## config.mk

```make
export PLATFORM = sky130hd
export DESIGN_NAME = ysyx_22040759_if_id_stage_flat
export DESIGN_NICKNAME = d
export VERILOG_FILES = /design/src/rtl/ysyx_22040759_if_id_stage_if.sv /design/src/rtl/ysyx_22040759_if_id_stage.sv /design/src/flat_wrapper.sv
export SDC_FILE = /design/constraint.sdc
export NUM_CORES = 1
export LEC_CHECK = 0
export BUFFER_PORTS_ARGS = -buffer_cell sky130_fd_sc_hd__buf_2
export CAP_MARGIN = 20
export CORE_UTILIZATION = 42
export CTS_CLUSTER_DIAMETER = 100
export DETAILED_ROUTE_END_ITERATION = 12
export PLACE_DENSITY = 0.74
export SLEW_MARGIN = 20
export SYNTH_ARGS = -nofsm -noshare
export SYNTH_HDL_FRONTEND = slang
export SYNTH_SLANG_ARGS = --single-unit
```

## constraint.sdc

```tcl
create_clock -name clk -period 2.07 [get_ports clk]
set_clock_uncertainty 0.05 [all_clocks]
set_input_delay 0.414 -clock clk [delete_from_list [all_inputs] [get_ports clk]]
set_output_delay 0.414 -clock clk [all_outputs]
set_load 0.05 [all_outputs]
```

## src/rtl/ysyx_22040759_if_id_stage_if.sv

```systemverilog
// Fetch-side handshake bundle between the AXI fetch path and the IF/ID
// pipeline register.
//   if_valid          fetch beat valid            (fetch -> stage)
//   if_pc             PC of the fetch beat        (fetch -> stage)
//   if_inst           instruction of the beat     (fetch -> stage)
//   fetch_outstanding an AXI fetch is in flight   (fetch -> stage)
//   if_ready          stage accepts a beat        (stage -> fetch)
// master = fetch unit, slave = IF/ID stage.
interface ysyx_22040759_if_id_stage_if #(
  parameter int PC_W   = 64,
  parameter int INST_W = 32
);
  logic              if_valid;
  logic [PC_W-1:0]   if_pc;
  logic [INST_W-1:0] if_inst;
  logic              fetch_outstanding;
  logic              if_ready;

  modport master (
    output if_valid, if_pc, if_inst, fetch_outstanding,
    input  if_ready
  );

  modport slave (
    input  if_valid, if_pc, if_inst, fetch_outstanding,
    output if_ready
  );
endinterface

```

## src/rtl/ysyx_22040759_if_id_stage.sv

```systemverilog
// IF/ID pipeline register.
// Accepts fetch beats, holds them under load-use stalls or ID backpressure,
// kills the entry on an EX redirect and, when a fetch was already in flight
// at the redirect, swallows the one stale beat that comes back afterwards.
// Also flags the ID/EX bubble and keeps a saturating count of held cycles.
// Ports:
//   clk, rst        clock; synchronous active-low reset
//   fetch_bus       fetch handshake (slave side): valid/pc/inst/outstanding in,
//                   if_ready out
//   pcwrite         hazard PC freeze, only gates if_ready
//   IF_ID_write     hazard hold of the IF/ID contents
//   en_control      hazard request for an ID/EX bubble
//   flush           EX redirect, kills the entry
//   id_allowin      ID/EX can take the entry
//   id_valid/pc/inst/rs1/rs2   held entry (NOP and x0 when empty)
//   id_bubble       ID/EX must insert a bubble this cycle
//   stall_cycles    saturating count of held cycles
module ysyx_22040759_if_id_stage #(
  parameter int                PC_W     = 64,
  parameter int                INST_W   = 32,
  parameter logic [INST_W-1:0] NOP_INST = 32'h00000013,
  parameter int                CNT_W    = 32
) (
  input  logic                      clk,
  input  logic                      rst,
  ysyx_22040759_if_id_stage_if.slave fetch_bus,
  input  logic                      pcwrite,
  input  logic                      IF_ID_write,
  input  logic                      en_control,
  input  logic                      flush,
  input  logic                      id_allowin,
  output logic                      id_valid,
  output logic [PC_W-1:0]           id_pc,
  output logic [INST_W-1:0]         id_inst,
  output logic [4:0]                id_rs1,
  output logic [4:0]                id_rs2,
  output logic                      id_bubble,
  output logic [CNT_W-1:0]          stall_cycles
);

  // DROP: a redirect happened while a fetch was in flight; the next beat
  // returned is from the wrong path and is consumed without being loaded.
  typedef enum logic {
    S_RUN  = 1'b0,
    S_DROP = 1'b1
  } state_e;

  state_e              state_q, state_d;
  logic                valid_q, valid_d;
  logic [PC_W-1:0]     pc_q,    pc_d;
  logic [INST_W-1:0]   inst_q,  inst_d;
  logic [CNT_W-1:0]    cnt_q,   cnt_d;

  logic hold;
  logic ready;
  logic consume;

  // The entry stays put while the hazard unit freezes it or ID cannot take it.
  assign hold = valid_q & (IF_ID_write | ~id_allowin);

  // NOTE: every signal written in an always_comb gets a default on the first
  // line; a path that leaves it unassigned would otherwise infer a latch.
  always_comb begin
    ready = 1'b0;
    if (rst && !flush) begin
      // In DROP the stage is always empty, so the stale beat can be eaten
      // regardless of the PC freeze.
      ready = (state_q == S_DROP) ? 1'b1 : (~hold & ~pcwrite);
    end
  end

  assign fetch_bus.if_ready = ready;
  assign consume            = fetch_bus.if_valid & ready;

  // Next-state and register update. Priority: flush > hold > accept.
  always_comb begin
    state_d = state_q;
    valid_d = valid_q;
    pc_d    = pc_q;
    inst_d  = inst_q;

    if (flush) begin
      valid_d = 1'b0;
      inst_d  = NOP_INST;
      // An in-flight fetch will return a wrong-path beat. A flush already in
      // DROP keeps DROP: still only one beat is owed.
      if (fetch_bus.fetch_outstanding) begin
        state_d = S_DROP;
      end
    end else if (hold) begin
      // keep pc/inst/valid
    end else if (state_q == S_DROP) begin
      if (consume) begin
        state_d = S_RUN;
      end
    end else if (consume) begin
      valid_d = 1'b1;
      pc_d    = fetch_bus.if_pc;
      inst_d  = fetch_bus.if_inst;
    end else begin
      // Not held and nothing new: whatever was here has drained to ID.
      valid_d = 1'b0;
    end
  end

  // Saturating stall counter; a flush in the same cycle cancels the hold.
  always_comb begin
    cnt_d = cnt_q;
    if (hold && !flush && (cnt_q != {CNT_W{1'b1}})) begin
      cnt_d = cnt_q + CNT_W'(1);
    end
  end

  // NOTE: sequential state uses non-blocking assignments so every register
  // samples the pre-edge values, independent of statement order.
  always_ff @(posedge clk) begin
    if (!rst) begin
      state_q <= S_RUN;
      valid_q <= 1'b0;
      // pc/inst are reset as well so id_pc/id_inst are defined straight out
      // of reset rather than carrying X into the decoder.
      pc_q    <= '0;
      inst_q  <= NOP_INST;
      cnt_q   <= '0;
    end else begin
      state_q <= state_d;
      valid_q <= valid_d;
      pc_q    <= pc_d;
      inst_q  <= inst_d;
      cnt_q   <= cnt_d;
    end
  end

  assign id_valid     = valid_q;
  assign id_pc        = pc_q;
  assign id_inst      = valid_q ? inst_q : NOP_INST;
  assign id_rs1       = id_inst[19:15];
  assign id_rs2       = id_inst[24:20];
  // Combinational so the ID/EX control clear sees it in the same cycle.
  assign id_bubble    = valid_q & en_control;
  assign stall_cycles = cnt_q;

endmodule
```

## src/flat_wrapper.sv

```systemverilog
// flat-port wrapper written by rule: the top's interface ports become plain ports
module ysyx_22040759_if_id_stage_flat 
#(
  parameter int                PC_W     = 64,
  parameter int                INST_W   = 32,
  parameter logic [INST_W-1:0] NOP_INST = 32'h00000013,
  parameter int                CNT_W    = 32
)
  (clk, rst, pcwrite, IF_ID_write, en_control, flush, id_allowin, id_valid, id_pc, id_inst, id_rs1, id_rs2, id_bubble, stall_cycles, fetch_bus_if_valid, fetch_bus_if_pc, fetch_bus_if_inst, fetch_bus_fetch_outstanding, fetch_bus_if_ready);
  ysyx_22040759_if_id_stage_if #(.PC_W(PC_W), .INST_W(INST_W)) fetch_bus_i ();
  input  logic clk;
  input  logic rst;
  input  logic pcwrite;
  input  logic IF_ID_write;
  input  logic en_control;
  input  logic flush;
  input  logic id_allowin;
  output logic id_valid;
  output logic [PC_W-1:0] id_pc;
  output logic [INST_W-1:0] id_inst;
  output logic [4:0] id_rs1;
  output logic [4:0] id_rs2;
  output logic id_bubble;
  output logic [CNT_W-1:0] stall_cycles;
  input wire logic [$bits(fetch_bus_i.if_valid)-1:0] fetch_bus_if_valid;
  input wire logic [$bits(fetch_bus_i.if_pc)-1:0] fetch_bus_if_pc;
  input wire logic [$bits(fetch_bus_i.if_inst)-1:0] fetch_bus_if_inst;
  input wire logic [$bits(fetch_bus_i.fetch_outstanding)-1:0] fetch_bus_fetch_outstanding;
  output wire logic [$bits(fetch_bus_i.if_ready)-1:0] fetch_bus_if_ready;
  assign fetch_bus_i.if_valid = fetch_bus_if_valid;
  assign fetch_bus_i.if_pc = fetch_bus_if_pc;
  assign fetch_bus_i.if_inst = fetch_bus_if_inst;
  assign fetch_bus_i.fetch_outstanding = fetch_bus_fetch_outstanding;
  assign fetch_bus_if_ready = fetch_bus_i.if_ready;
  ysyx_22040759_if_id_stage #(.PC_W(PC_W), .INST_W(INST_W), .NOP_INST(NOP_INST), .CNT_W(CNT_W)) u_core (.clk(clk), .rst(rst), .fetch_bus(fetch_bus_i), .pcwrite(pcwrite), .IF_ID_write(IF_ID_write), .en_control(en_control), .flush(flush), .id_allowin(id_allowin), .id_valid(id_valid), .id_pc(id_pc), .id_inst(id_inst), .id_rs1(id_rs1), .id_rs2(id_rs2), .id_bubble(id_bubble), .stall_cycles(stall_cycles));
endmodule
```

=== After elaboration in Yosys (flattened, before gate mapping) ===
Cells that the tools add are included.

* Reduce and logical (&&, ||, !) cells: 9
* Add/sub/neg operators: 1
* Eq/ne operators: 3
* Bitwise logic cells: 11
* Muxes and demuxes: 9

{| class="wikitable"
|+ Operators by type and width
! operator !! number
|-
| 32-bit by 1-bit adder with 32-bit output (second input constant) || 1
|-
| 32-bit 2-to-1 mux || 1
|-
| 32-bit inequality test (second input constant) || 1
|-
| 1-bit 2-to-1 mux || 8
|-
| 1-bit NOT || 6
|-
| 1-bit AND || 4
|-
| 2-bit AND reduction || 2
|-
| 4-bit AND reduction || 1
|-
| 1-bit logical AND || 3
|-
| 3-bit AND reduction || 1
|-
| 2-bit by 1-bit inequality test with 1-bit output (second input constant) || 1
|-
| 2-bit inequality test (second input constant) || 1
|-
| 2-bit OR reduction || 1
|-
| 1-bit logical NOT || 1
|-
| 1-bit OR || 1
|}

* Flip-flop bits (word level): 130
* Logic and storage cells: 38
* Bits of input ports: 105

=== Depth between registers and ports, before layout ===
* Depth in word-level cells: 12
* Gate-level depth with buffers: 8

=== Worst setup path after synthesis ===
OpenSTA, ideal clock, no wires.

* Path kind: reg-to-reg
* Start: reg u_core.cnt_q[2] (netlist: u_core.stall_cycles[2])
* End: reg u_core.cnt_q[12] (netlist: u_core.stall_cycles[12])
* Period minus slack after synthesis: 2.329 ns
* Data arrival time: 2.208 ns
* Path slack: -0.259 ns
* Required time: 1.950 ns
* Library setup time: 0.070 ns
* Stages on the path, launching flop included: 8
* Buffers on the path: 2
* Cells stage by stage: dfxtp_1 nand4_1 or4_1 nor4_2 buf_4 buf_6 o31ai_1 a21oi_1

* Cells in the longest elaborated chain, start to end: 2
* Elaborated cells on any way between the ends: 3
* Classes of those cells: add/sub (1); eq/ne (1); reduce/logical (1)

{| class="wikitable"
|+ RTL lines
! item !! line !! RTL
|-
| from (decl) || ysyx_22040759_if_id_stage.sv:52 || <nowiki>logic [CNT_W-1:0] cnt_q, cnt_d;</nowiki>
|-
| from (signal assigned) || ysyx_22040759_if_id_stage.sv:130 || <nowiki>cnt_q <= cnt_d;</nowiki>
|-
| branches (longest 2 deep; another with 32-bit by 1-bit adder with 32-bit output) || -- ||
|}

Parallel ways; which one is timed is not known.
A chain may end at the register's enable or synchronous reset.

=== Worst setup path after layout ===
* Start: reg u_core.cnt_q[12] (netlist: u_core.stall_cycles[12])
* End: reg u_core.cnt_q[1] (netlist: u_core.stall_cycles[1])

* Cells in the longest elaborated chain, start to end: 2

{| class="wikitable"
|+ RTL lines
! item !! line !! RTL
|-
| 32-bit inequality test || ysyx_22040759_if_id_stage.sv:109 || <nowiki>if (hold && !flush && (cnt_q != {CNT_W{1'b1}})) begin</nowiki>
|-
| 1-bit logical AND || ysyx_22040759_if_id_stage.sv:109 ||
|}

Every way passes these cells.

==> qor.txt <==
# diodes: 0
Post-Layout Inst Area: 7560 um2
peak supply drop: 0.712 mV
worst hold endpoint: u_core.id_pc[54]$_SDFFE_PN0P_
final setup fails: 0
Max Clk Rate: 506 MHz
Final HPWL DP: 10.5 mm
Sequential Power Share: 0.425
number of synthesized register bits: 130
largest net degree at the start of global routing: 46
Die Area: 13,200 um2
1st-iter DRT viols: 419
DRT antenna net count: 0
CP bufs+invs: 1
switching share of power: 0.243
R2R Path End: u_core.stall_cycles[1]$_SDFFE_PN0P_
clock power share: 0.491
area post-placement: 6920 um2
Horiz. Die Dim: 115 um
cts bufs inserted: 17
initial antenna violation count: 0
asr flop ratio synth: 0
WP data arrival: 2.20 ns
clk_lat worst skew: 0.41 ns
GRT Total Usage: 0.219
CTS tree: yes
CP Depth: 6
post-synthesis cell count: 680
P_leak: 3.37 nW
Detailed Routing Iterations Pass 1: 6
register area share after synthesis: 0.484
DR WL/cell: 13.2 um
Layout area overhead: 40.7%
row cnt: 40
CP Cell Sequence: nand4_1, or4_4, nor3_4, buf_4, nor3_1, mux2i_1
r2r setup slk: 0.09 ns
status: finished clean
Avg Inst Size Synth: 7.90 um2
max-cap violations: 0
clock slew at reported path FFs: 0.06 ns
first-pass GRT wire length: 22.8 mm
Power Density: 809 nW/um2
Max Slew Vio Count: 0
Internal: 0.00463 W
Initial Utilization: 0.438
worst setup path class: flop to flop
CP Launch Type: flop
final global-route overflow total: 0
pre-CTS setup slack: 0.0509 ns
Comb pwr share: 0.084
commonest cells after routing, fill and taps aside: buf_2, nand2_1, dfxtp_1
Die Y-Extent: 115 um
setup TNS: 0 ns
max incr delay on CP: 0.57 ns
Worst Max-Slew Pin Slew: 0.467 ns
CP Max Fanout: 8
DRC viols: 0
max_slew headroom: 0.686
total number of yosys warnings: 0
Slowest-stage cell, CP: or4_4
R2R cell count: 6
final hold vios: 0
port bufs: 245
worst hold path depth: 3
ratio of cells with drive above 1 in the final layout: 0.373
Yosys cell types: 40
Post-synth top flop: dfxtp_1
minimum clock period: 1.98 ns
Root Driver: clkbuf_16
Hold WS: 0.141 ns
clk sinks: 130
Hold WC Path Type: input port to flop
number of synthesized flops with an enable pin: 0
RSZ-0062 raised after global routing: yes
setup ws final: 0.0942 ns
worst r2r src: u_core.stall_cycles[12]$_SDFFE_PN0P_
Nets: 1,028
total power: 0.00612 W
P_sw: 0.00149 W
hold_sp: fetch_bus_if_pc[54]
drt total wl: 14.5 mm
most common cell after layout, fill and taps aside: buf_2
Worst Path Required: 2.30 ns
CP top delay family: simple AND/OR/NAND/NOR gates
vias in the first global route: 4,837
Vias: 5,371
Period Utilization, post-route: 0.954
core area: 12,300 um2
IO Pins: 246
CP Capture Type: flop
H-Tree Depth: 4
Placer Congestion: 0.835
Post CTS Setup Buffer Count: 0
syn_nets: 786
clock tree buffer depth: 2
cell area after synthesis: 5370 um2
Via density: 4.87
## worst reg2reg max path: stages (launching register included)
cell and delay, ns:
dfxtp_2 0.39, nand4_1 0.20, or4_4 0.57, nor3_4 0.23, buf_4 0.17, nor3_1 0.09, mux2i_1 0.14
## cells by family (layout without fill, tap and decap cells)
family                   count (synthesis)  after routing  synth area share
buffers and inverters                   61            316            0.0559
AND/OR/NAND/NOR                        332            332             0.293
flip-flops                             130            130             0.484
adder cells (fa/ha/maj)                  1              1           0.00233
AO/OA/AOI/OAI                          148            148             0.150
multiplexers                             7              7            0.0130
XOR/XNOR                                 1              1           0.00163
## worst max-delay path by stage
| stage | from | endpoint |
|---|---|---|
| floorplan | u_core.stall_cycles[5]$_SDFFE_PN0P_ | u_core.stall_cycles[18]$_SDFFE_PN0P_ |
| global placement | u_core.stall_cycles[4]$_SDFFE_PN0P_ | u_core.stall_cycles[20]$_SDFFE_PN0P_ |
| detailed placement | u_core.stall_cycles[4]$_SDFFE_PN0P_ | u_core.stall_cycles[20]$_SDFFE_PN0P_ |
| CTS | u_core.stall_cycles[4]$_SDFFE_PN0P_ | u_core.stall_cycles[20]$_SDFFE_PN0P_ |
| global route | u_core.stall_cycles[12]$_SDFFE_PN0P_ | u_core.stall_cycles[13]$_SDFFE_PN0P_ |
| finish | u_core.stall_cycles[12]$_SDFFE_PN0P_ | u_core.stall_cycles[1]$_SDFFE_PN0P_ |
## layout make-up
cell class | instances | area (um2)
multi-input cells | 489 | 2510
clock inverters | 12 | 130
repair buffers | 280 | 1580
inverters | 4 | 15.0
well taps | 168 | 210
clock buffers | 20 | 478
flip-flops and latches | 130 | 2640
fillers | 1089 | 4700
## metal layers
metal | routed length (um) | global-route usage | vias to the layer above
li1 | - | - | 2777
met1 | 6210 | 0.264 | 2386
met2 | 7020 | 0.362 | 193
met3 | 1090 | 0.0738 | 15
met4 | 213 | 0.0857 | 0
met5 | 0 | 0 | -
## Yosys cell counts (9+ instances only)
| cell type | n | area (um2) |
|---|---|---|
| nand4_1 | 11 | 68.8 |
| buf_2 | 18 | 90.1 |
| and2_1 | 32 | 200 |
| or3_1 | 11 | 68.8 |
| nand3_1 | 12 | 60.1 |
| nand2_1 | 217 | 815 |
| or4_1 | 15 | 113 |
| dfxtp_1 | 130 | 2600 |
| buf_4 | 11 | 82.6 |
| a21oi_1 | 22 | 110 |
| nand2b_1 | 9 | 56.3 |
| o21ai_0 | 103 | 515 |
| clkbuf_1 | 26 | 97.6 |
## power by group through the flow
| stage | clock (W) | sequential (W) | combinational, W |
|---|---|---|---|
| after floorplan | 0 | 0.00283 | 0.000130 |
| after global routing | 0.00317 | 0.00261 | 0.000551 |
| final | 0.00301 | 0.00260 | 0.000512 |
| after CTS | 0.00306 | 0.00260 | 0.000516 |
| after global placement | 0 | 0.00265 | 0.000508 |
| after detailed placement | 0 | 0.00265 | 0.000514 |
## registers in the layout, indices dropped and copies added (netlist names)
name                 cells
u_core.stall_cycles     32
u_core.state_q           1
u_core.id_valid          1
u_core.inst_q           32
u_core.id_pc            64
## metrics by stage
stage | cells | utilization
floorplan | 680 | -
global placement | 1070 | 0.565
detailed placement | 1070 | 0.565
CTS | 1102 | 0.615
global route | 1103 | 0.616
finish | 1103 | 0.616
## timing repair
item	4_1_cts	5_1_grt
gates resized for setup	1	6
setup endpoints to repair	2	20
pin swaps	0	3
hold buffers	0	0
cloned	0	1
Note: power is estimated with default switching activity, not from simulation.
